$ cat src/rtl/alarm_ctrl.sv
// Alarm unit: stores a BCD HH:MM alarm time, compares it with the running time on each
// 1 Hz tick, and drives the buzzer enable with snooze and stop control.
module alarm_ctrl #(
   parameter int unsigned RING_SECS   = 60,
   parameter int unsigned SNOOZE_SECS = 300,
   parameter logic [15:0] ALARM_RST   = 16'h0700
) (
   input  logic        clk,
   input  logic        rst_n,
   input  logic        tick_1hz,
   input  logic [15:0] cur_time,
   input  logic        sec_zero,
   input  logic        arm_en,
   input  logic        set_en,
   input  logic [15:0] set_time,
   input  logic        snooze,
   input  logic        stop,
   output logic [15:0] alarm_time,
   output logic        ringing,
   output logic        snoozing,
   output logic        set_err
);

   localparam logic [7:0]  RING_LD = 8'(RING_SECS);
   localparam logic [15:0] SNZ_LD  = 16'(SNOOZE_SECS);

   typedef enum logic [1:0] {IDLE, RINGING, SNOOZE} state_e;

   state_e      state, state_nxt;
   logic [7:0]  ring_cnt, ring_cnt_nxt;
   logic [15:0] snz_cnt, snz_cnt_nxt;
   logic [15:0] alarm_nxt;
   logic        ringing_nxt, snoozing_nxt, set_err_nxt;
   logic        set_ok, set_load, match;

   // BCD legality: 00..23 hours, 00..59 minutes
   always_comb begin
      set_ok = (set_time[15:12] <= 4'd2) && (set_time[11:8] <= 4'd9) &&
               ((set_time[15:12] != 4'd2) || (set_time[11:8] <= 4'd3)) &&
               (set_time[7:4] <= 4'd5) && (set_time[3:0] <= 4'd9);
      set_load = set_en & set_ok;
      match    = tick_1hz & sec_zero & (cur_time == alarm_time);
   end

   always_ff @(posedge clk or negedge rst_n) begin
      if (!rst_n) begin
         state      <= IDLE;
         ring_cnt   <= '0;
         snz_cnt    <= '0;
         alarm_time <= ALARM_RST;
         ringing    <= 1'b0;
         snoozing   <= 1'b0;
         set_err    <= 1'b0;
      end else begin
         state      <= state_nxt;
         ring_cnt   <= ring_cnt_nxt;
         snz_cnt    <= snz_cnt_nxt;
         alarm_time <= alarm_nxt;
         ringing    <= ringing_nxt;
         snoozing   <= snoozing_nxt;
         set_err    <= set_err_nxt;
      end
   end

   // Disarm and a legal set both cancel everything; buttons outrank tick expiry
   always_comb begin
      state_nxt    = state;
      ring_cnt_nxt = ring_cnt;
      snz_cnt_nxt  = snz_cnt;
      if (!arm_en || set_load) begin
         state_nxt    = IDLE;
         ring_cnt_nxt = '0;
         snz_cnt_nxt  = '0;
      end else begin
         case (state)
            IDLE: begin
               if (match) begin
                  state_nxt    = RINGING;
                  ring_cnt_nxt = RING_LD;
               end
            end
            RINGING: begin
               if (stop) begin
                  state_nxt    = IDLE;
                  ring_cnt_nxt = '0;
               end else if (snooze) begin
                  state_nxt    = SNOOZE;
                  ring_cnt_nxt = '0;
                  snz_cnt_nxt  = SNZ_LD;
               end else if (tick_1hz) begin
                  if (ring_cnt <= 8'd1) begin
                     state_nxt    = IDLE;
                     ring_cnt_nxt = '0;
                  end else begin
                     ring_cnt_nxt = ring_cnt - 8'd1;
                  end
               end
            end
            SNOOZE: begin
               if (stop) begin
                  state_nxt   = IDLE;
                  snz_cnt_nxt = '0;
               end else if (tick_1hz) begin
                  if (snz_cnt <= 16'd1) begin
                     state_nxt    = RINGING;
                     ring_cnt_nxt = RING_LD;
                     snz_cnt_nxt  = '0;
                  end else begin
                     snz_cnt_nxt = snz_cnt - 16'd1;
                  end
               end
            end
            default: begin
               state_nxt    = IDLE;
               ring_cnt_nxt = '0;
               snz_cnt_nxt  = '0;
            end
         endcase
      end
   end

   always_comb begin
      ringing_nxt  = (state_nxt == RINGING);
      snoozing_nxt = (state_nxt == SNOOZE);
      set_err_nxt  = set_en & ~set_ok;
      alarm_nxt    = set_load ? set_time : alarm_time;
   end

endmodule

$ cat config.mk
export PLATFORM = sky130hd
export DESIGN_NAME = alarm_ctrl
export DESIGN_NICKNAME = d
export VERILOG_FILES = /design/src/rtl/alarm_ctrl.sv
export SDC_FILE = /design/constraint.sdc
export NUM_CORES = 1
export LEC_CHECK = 0
export CELL_PAD_IN_SITES_DETAIL_PLACEMENT = 1
export CELL_PAD_IN_SITES_GLOBAL_PLACEMENT = 1
export CORE_ASPECT_RATIO = 0.6
export CORE_MARGIN = 2
export CORE_UTILIZATION = 40
export CTS_BUF_LIST = sky130_fd_sc_hd__clkbuf_2
export DETAILED_ROUTE_END_ITERATION = 10
export HOLD_SLACK_MARGIN = 0.15
export PLACE_DENSITY_LB_ADDON = 0.05
export SYNTH_ARGS = -nofsm -noshare
export SYNTH_HDL_FRONTEND = slang
export SYNTH_SLANG_ARGS = --single-unit
$ cat constraint.sdc
create_clock -name clk -period 3.25 [get_ports clk]
set_clock_uncertainty 0.15 [all_clocks]
set_input_delay 0.8125 -clock clk [delete_from_list [all_inputs] [get_ports clk]]
set_output_delay 0.8125 -clock clk [all_outputs]
set_load 0.03 [all_outputs]
==> qor.yml, run 1 <==
yosys:
  synth-seq-cells: 45
  synth_top_area_share_pct: 37.6
  muxShareOfSynthArea_pct: 6.04
  synth_edf_count: 0
  ys_async_sr_fraction_pct: 100
  synth.avg_cell_area_um2: 9.71
  syn-num-nets: 336
  synthFlopType: "dfrtp_1"
  synthDistinctLibCells: 57
  syn_inst: 288
  synth_xor_xnor_area_share_pct: 5.32
  synthAdderAreaFrac_pct: 3.58
  synth-simple-area-share_pct: 20.8
  yosysMostFrequentCell: "dfrtp_1"
  syn-cell-area_um2: 2800
  seq_area_frac_synth_pct: 40.4
  synth-compound-area-share_pct: 20.5
  synth_area_leaders: "dfrtp_1, mux2_2, ha_1"
  synthTopCellsByCount: "dfrtp_1, nor2_1, o21ai_0"
  synth_top_family_by_area: "simple AND/OR/NAND/NOR gates"
  ys_warn_count: 0
  synth_top_cell_by_area: "dfrtp_1"
placement:
  dp_hpwl_um: 6730
  gp_congestion: 0.899
  port_buffers: 58
finish:
  nets: 411
  n_antenna_cell: 0
  area_delta_synth_final_pct: 30.1
  layout-drive-gt1-share_pct: 15.1
pwr:
  ir_drop_uv: 232
  p_leak_uw: 0.00161
  pwr_density_cell_nw_per_um2: 353
timing:
  finalMaxSlewViolations: 0
  rsz0062_at_grt: "no"
  hold_violations: 0
  hold_slack_ps: 250
  max_freq_ghz: 0.354
  max-slew-margin-rel_pct: 46.8
  worst-slew-pin-transition_ps: 789
  period_share_pct: 86.9
  min_period_ps: 2820
  setup_viol: 0
  fin_tns_setup_ps: 0
hold_path:
  hold_path_class: "input port to async pin"
clocking:
  cts_resized: 0
  cts_sinks: 45
  clk_pin_slew_ps: 240
  postCtsHoldBufs: 0
  cts_max_path_buffers: 2
  clk_latency_ps: 450
  cts_tree: "built"
  numCtsBuffers: 5
  root_buffer: "clkbuf_2"
  htree_levels: 2
  cts_setup_buffers: 0
outcome:
  status: "complete, no violations"
worst_setup_path:
  crit_fanout: 5
  critPathCaptureType: "flop"
  rrSetupSlack_ps: 450
  worstReg2RegEnd: "ring_cnt[3]"
  crit_arrival_ps: 3030
  path_class: "input port to flop"
  critPathRequiredTime_ps: 3460
  rr_startpoint: "state[1]"
  worstSetupStartpointType: "input port"
  rr_worst_depth: 8
detailed_routing:
  ant_nets: 0
  wl_um: 8540
  vias: 2614
  wl_per_cell_um: 18.9
  drtIter0Drc: 139
  firstDrtPassIters: 4
  viasPerCell: 5.80
  post-route-drc-count: 0
floorplanning:
  die_h_um: 68.8
  dieArea_um2: 7700
  row_count: 23
  start_util_pct: 41.5
  core_area_um2: 6730
  ios: 59
  die_x_um: 112
global_routing:
  grt_pass1_wl_um: 13800
  grt_antenna_before_repair: 0
  gr-usage-all-layers_pct: 23.6
  grt_start_max_net_pins: 46
  top_usage_layer: "met1"
  globalRouteOverflowTotal: 0
  gr-usage-met2_pct: 34.1
  grt_pass1_vias: 2552
  grtUsageMet3_pct: 5.16
  grt_use_met1_pct: 36.0
run:
  cap_violations: 0
## metal layers
metal	vias to the layer above	wire [um]
li1	1241	-
met1	1301	4550
met2	65	3430
met3	7	484
met4	0	68
met5	-	0
## logic make-up after synthesis
group,count (synthesis)
and+or+nand+nor,104
AOI/OAI and AO/OA,79
DFF,45
buffers and inverters,20
xor gates and xnor gates,17
muxes,15
adders and majority gates,8
## critical path, cell delays in order
cell             delay, ps
clkdlybuf4s50_1        420
xor2_1                 150
nor4_1                 450
a41oi_1                210
a211o_1                340
or3_1                  380
a32o_1                 270
## registers in the layout, indices dropped and copies added (netlist names)
register	count
ring_cnt	8
snoozing	1
set_err	1
state	2
alarm_time	16
snz_cnt	16
ringing	1
## how the worst max path moves through the flow
stage,from,end,slack (ps),cells past startpoint
6_report,cur_time[15],ring_cnt[5],430,7
5_1_grt,state[1],ring_cnt[2],240,7
4_1_cts,snz_cnt[9],ring_cnt[5],480,6
3_5_place_dp,cur_time[15],ring_cnt[5],-30,7
3_3_place_gp,cur_time[15],ring_cnt[5],80,7
2_1_floorplan,set_time[12],alarm_time[11],530,5
## stage by stage
| stage | cell area (um2) | std cells | utilization, % | setup slack [ps] | power [uW] |
|---|---|---|---|---|---|
| 2_1_floorplan | 2800 | 288 | - | 529 | 799 |
| 3_3_place_gp | 3580 | 443 | 53.1 | 77.8 | 967 |
| 3_5_place_dp | 3580 | 443 | 53.1 | -34.1 | 975 |
| 4_1_cts | 3640 | 451 | 54.1 | 480 | 1310 |
| 5_1_grt | 3640 | 451 | 54.1 | 244 | 1350 |
| 6_report | 3640 | 451 | 54.1 | 426 | 1290 |
## power breakdown
group	internal, uW	total [uW]	switching, uW
logic	159	333	174
registers	599	630	31.6
clock network	131	323	192
total	889	1290	397
## cell usage in the layout, fill, tap and decap left out, drive strengths merged, types with 4 or more instances in the layout
cell / instances
nor3b: 4
xor2: 11
nor2b: 4
buf: 18
xnor2: 6
ha: 8
clkbuf: 6
a31oi: 7
nand3: 10
o21ai: 17
inv: 13
a21oi: 12
a21o: 8
nand2: 13
dfrtp: 42
a32o: 5
and3: 5
clkdlybuf4s50: 57
nor2: 23
nor3: 14
mux2: 15
nor4: 11
## final cells by class
| class | count | area (um2) |
|---|---|---|
| multi-input cells | 223 | 1570 |
| fillers | 794 | 3090 |
| flip-flops and latches | 45 | 1130 |
| clock buffers | 6 | 30.0 |
| repair buffers | 75 | 716 |
| inverters | 13 | 48.8 |
| clock inverters | 2 | 33.8 |
| well taps | 87 | 109 |
Note: power is estimated with default switching activity, not from simulation.
==> run 2, diff against run 1 <==
--- a/config.mk
+++ b/config.mk
@@ -8,7 +8,7 @@
 export CELL_PAD_IN_SITES_DETAIL_PLACEMENT = 1
 export CELL_PAD_IN_SITES_GLOBAL_PLACEMENT = 1
 export CORE_ASPECT_RATIO = 0.6
-export CORE_MARGIN = 2
+export CORE_MARGIN = 3
 export CORE_UTILIZATION = 40
 export CTS_BUF_LIST = sky130_fd_sc_hd__clkbuf_2
 export DETAILED_ROUTE_END_ITERATION = 10
==> run 2 against run 1 <==
Net effect: first-iteration DRC count grew 17%; non-clock buffer count grew 3; core utilization grew 2.2 points; worst hold slack gained 150 ps; critical path type unchanged.
==> qor.yml, run 2 (synthesis results as in run 1) <==
outcome:
  status: "complete, no violations"
timing:
  period_share_pct: 90.2
  hold_violations: 0
  max-slew-margin-rel_pct: 44.3
  finalMaxSlewViolations: 0
  max_freq_ghz: 0.341
  worst-slew-pin-transition_ps: 827
  rsz0062_at_grt: "no"
  setup_viol: 0
  min_period_ps: 2930
placement:
  dp_hpwl_um: 7500
  placed_cells: 442
  gp_congestion: 0.865
  port_buffers: 58
detailed_routing:
  post-route-drc-count: 0
  firstDrtPassIters: 4
  ant_nets: 0
  wl_per_cell_um: 20.9
  viasPerCell: 5.94
  vias: 2677
  wl_um: 9430
  drtIter0Drc: 162
floorplanning:
  die_h_um: 70.8
  ios: 59
  row_count: 22
  die_x_um: 114
  start_util_pct: 43.4
  dieArea_um2: 8070
  core_area_um2: 6440
clocking:
  clk_latency_ps: 460
  root_buffer: "clkbuf_2"
  clk_pin_slew_ps: 250
  cts_max_path_buffers: 2
  htree_levels: 2
  cts_sinks: 45
  cts_tree: "built"
  numCtsBuffers: 5
  cts_setup_buffers: 0
worst_setup_path:
  crit_chain: "clkdlybuf4s50_1 > xor2_1 > nor4_1 > a41oi_1 > buf_4 > a211oi_2 > o21ai_0 > a32o_1"
  critPathRequiredTime_ps: 3470
  critPathCaptureType: "flop"
  crit_slowest_cell: "clkdlybuf4s50_1"
  worst-path-buf-inv: 2
  crit_fanout: 4
  cp_top_family: "compound AO/OA/AOI/OAI gates"
  crit_arrival_ps: 3150
  worstSetupStartpointType: "input port"
  slowest_delay_ps: 440
  path_class: "input port to flop"
finish:
  area_delta_synth_final_pct: 29.5
  layout_common_cells: "clkdlybuf4s50_1, dfrtp_1, nor2_1"
  layout-drive-gt1-share_pct: 15.3
  largestRegisters: "alarm_time: 16 flops, snz_cnt: 16 flops, ring_cnt: 8 flops"
  layout_commonest_cell: "clkdlybuf4s50_1"
  final_cell_count_no_fill: 451
  nets: 414
  fillers: 720
  fin_util_pct: 56.2
pwr:
  ir_drop_uv: 238
  pwr_density_cell_nw_per_um2: 335
  p_leak_uw: 0.00161
global_routing:
  grt_pass1_vias: 2713
  gr-usage-all-layers_pct: 23.9
  grt_start_max_net_pins: 24
  grt_antenna_before_repair: 0
  globalRouteOverflowTotal: 0
  grt_pass1_wl_um: 14900
run:
  cap_violations: 0
hold_path:
  hold_path_class: "flop to flop"
[run 2: cell types whose count changed in the layout (fill, tap and decap cells not counted)]
cell | previous run | this run
diode_2 | 0 | 1
bufinv_16 | 1 | 0
buf_4 | 16 | 19
dlygate4sd3_1 | 0 | 1
buf_12 | 1 | 0
[run 2: cell type report]
| class | instances | area, um2 | share of cell area (%) |
|---|---|---|---|
| clock inverters | 1 | 3.75 | 0.104 |
| inverters | 13 | 48.8 | 1.35 |
| diodes | 1 | 2.50 | 0.0691 |
| well taps | 84 | 105 | 2.90 |
| flip-flops and latches | 45 | 1130 | 31.2 |
| multi-input cells | 223 | 1570 | 43.5 |
| clock buffers | 6 | 30.0 | 0.829 |
| repair buffers | 78 | 728 | 20.1 |
[run 2: worst paths after layout]
| path | start | endpoint | slack, ps | cells past startpoint |
|---|---|---|---|---|
| max in group asynchronous | rst_n | snz_cnt[12] | 1530 | 3 |
| setup / recovery | cur_time[6] | ring_cnt[6] | 320 | 8 |
| min in group asynchronous | rst_n | alarm_time[15] | 690 | 2 |
| hold / removal | snz_cnt[7] | snz_cnt[7] | 400 | 1 |
| hold reg to reg | snz_cnt[7] | snz_cnt[7] | 400 | 1 |
| setup reg to reg | state[1] | ring_cnt[5] | 430 | 8 |
[run 2: what timing repair did]
item	in CTS	in global routing
gates resized for setup	0	0
hold buffers	1	0
endpoints found under the setup margin	0	0
endpoints found under the hold margin	13	0
[run 2: metrics by stage]
step	power [uW]	setup TNS, ps	setup WS [ps]	hold slack, ps	instance area (um2)
after floorplan	799	0	529	316	2800
after global placement	969	0	40.8	351	3580
after detailed placement	980	-398	-146	344	3580
after CTS	1230	0	388	400	3620
after global routing	1280	0	194	444	3620
final	1220	0	320	403	3620
[run 2: per-layer routing]
layer | wire, um | part of all wire (%) | up-vias | global-route usage, %
li1 | - | - | 1246 | -
met1 | 4740 | 50 | 1334 | 36.5
met2 | 3910 | 41 | 86 | 33.6
met3 | 665 | 7.1 | 11 | 5.38
met4 | 114 | 1.2 | 0 | 6.59
met5 | 0 | 0 | - | 0
[run 2: power by group]
group | total [uW] | switching (uW) | leakage (uW) | internal, uW
logic | 340 | 179 | 0.000978 | 161
clock network | 245 | 195 | 0.0000265 | 49.9
registers | 630 | 31.1 | 0.000607 | 599
total | 1220 | 406 | 0.00161 | 809
==> run 3, diff against run 2 <==
--- a/config.mk
+++ b/config.mk
@@ -9,7 +9,7 @@
 export CELL_PAD_IN_SITES_GLOBAL_PLACEMENT = 1
 export CORE_ASPECT_RATIO = 0.6
 export CORE_MARGIN = 3
-export CORE_UTILIZATION = 40
+export CORE_UTILIZATION = 43
 export CTS_BUF_LIST = sky130_fd_sc_hd__clkbuf_2
 export DETAILED_ROUTE_END_ITERATION = 10
 export HOLD_SLACK_MARGIN = 0.15
==> constraint.sdc (replaced) <==
create_clock -name clk -period 3.5 [get_ports clk]
set_clock_uncertainty 0.15 [all_clocks]
set_input_delay 0.875 -clock clk [delete_from_list [all_inputs] [get_ports clk]]
set_output_delay 0.875 -clock clk [all_outputs]
set_load 0.03 [all_outputs]
==> run 3 against run 2 <==
Net effect: count of clock-buffer cells in the layout increased by 2; die area decreased by 6.5%; final area decreased by 1.6%; global-route usage decreased by 0.10 points; flip-flop and latch count unchanged; worst hold slack improved by 3.7 ps; non-clock buffer count decreased by 8; first-iteration DRC count decreased by 3.1%.
==> qor.yml, run 3 (synthesis results as in run 1) <==
hold_path:
  hold_path_class: "flop to flop"
clocking:
  numCtsBuffers: 5
  clk_pin_slew_ps: 230
  cts_resized: 0
  htree_levels: 2
  cts_sinks: 45
  cts_max_path_buffers: 2
  cts_setup_buffers: 0
  cts_tree: "built"
  clk_latency_ps: 390
  postCtsHoldBufs: 0
  root_buffer: "clkbuf_2"
pwr:
  power_switching_uw: 359
  p_leak_uw: 0.00158
  seqPwrFrac_pct: 52.3
  ir_drop_uv: 198
  pwr-share-comb_pct: 27.5
  power.internal_uw: 761
  p_sw_share_pct: 32.1
  pwr_density_cell_nw_per_um2: 314
  clockPowerShare_pct: 20.2
floorplanning:
  row_count: 22
  die_x_um: 110
  die_h_um: 68.5
  ios: 59
  dieArea_um2: 7540
  start_util_pct: 45.2
  core_area_um2: 6190
finish:
  layout-drive-gt1-share_pct: 14.2
  final_area_um2: 3560
  layout_common_cells: "clkdlybuf4s50_1, dfrtp_1, nor2_1"
  nets: 406
  fillers: 729
  area_delta_synth_final_pct: 27.4
  n_antenna_cell: 0
  layout_commonest_cell: "clkdlybuf4s50_1"
  largestRegisters: "alarm_time: 16 flops, snz_cnt: 16 flops, ring_cnt: 8 flops"
  final_cell_count_no_fill: 443
timing:
  max_freq_ghz: 0.345
  finalMaxSlewViolations: 0
  period_share_pct: 82.9
  min_period_ps: 2900
  rsz0062_at_grt: "no"
  hold_violations: 0
  worst-slew-pin-transition_ps: 1070
  setup_viol: 0
  hold_slack_ps: 407
  fin_tns_setup_ps: 0
  max-slew-margin-rel_pct: 28.5
global_routing:
  grt_pass1_wl_um: 13600
  gr-usage-all-layers_pct: 23.8
  globalRouteOverflowTotal: 0
  grt_start_max_net_pins: 46
  grt_pass1_vias: 2521
  grt_antenna_before_repair: 0
detailed_routing:
  viasPerCell: 5.79
  drtIter0Drc: 157
  post-route-drc-count: 0
  wl_um: 8540
  firstDrtPassIters: 6
  wl_per_cell_um: 19.3
  vias: 2563
  ant_nets: 0
worst_setup_path:
  worstSetupStartpointType: "input port"
  crit_fanout: 5
  path_class: "input port to flop"
  critPathCaptureType: "flop"
  critPathRequiredTime_ps: 3670
  crit_arrival_ps: 3070
outcome:
  status: "complete, no violations"
placement:
  port_buffers: 58
  gp_congestion: 0.842
  dp_hpwl_um: 6790
  placed_cells: 435
  dpl_cell_area_um2: 3520
run:
  cap_violations: 0
-- run 3: path summary, 6_finish.rpt --
path	start	end	slack, ps	depth (start not counted)
min in group asynchronous	rst_n	snz_cnt[5]	480	1
hold reg to reg	snz_cnt[7]	snz_cnt[7]	410	1
setup reg to reg	snz_cnt[9]	ring_cnt[5]	780	6
setup / recovery	cur_time[9]	ring_cnt[5]	600	7
max in group asynchronous	rst_n	ring_cnt[3]	2060	1
hold / removal	snz_cnt[7]	snz_cnt[7]	410	1
-- run 3: layout make-up --
cell class | count | area, um2 | area share [%]
Clock buffer | 8 | 40.0 | 1.12
Inverter | 13 | 48.8 | 1.37
Timing Repair Buffer | 70 | 666 | 18.7
Sequential cell | 45 | 1130 | 31.7
Tap cell | 84 | 105 | 2.95
Multi-Input combinational cell | 223 | 1570 | 44.2
-- run 3: worst max-delay path, cell delays in order --
cell and delay (ps):
clkdlybuf4s50_1 420, xor2_1 170, nor4_1 400, nand3_1 190, a211o_1 400, or3_1 370, a32o_1 260
-- run 3: metrics by stage --
step | setup slack, ps | total power, uW | utilization (%)
2_1_floorplan | 716 | 742 | -
3_3_place_gp | 174 | 897 | 56.9
3_5_place_dp | 152 | 904 | 56.9
4_1_cts | 606 | 1130 | 57.5
5_1_grt | 524 | 1180 | 57.5
6_report | 598 | 1120 | 57.5
-- run 3: layer usage --
metal,vias up,track usage (%),wire (um)
li1,1229,-,-
met4,0,2.76,19
met1,1252,37.5,4490
met5,-,0,0
met2,80,33.8,3440
met3,2,5.00,601
-- run 3: power groups by stage --
stage / Sequential, uW / Clock [uW] / Combinational [uW]
after floorplan: 652 / 0 / 90.2
after global placement: 592 / 0 / 305
after detailed placement: 596 / 0 / 308
after CTS: 586 / 237 / 310
after global routing: 591 / 255 / 329
final: 586 / 226 / 308
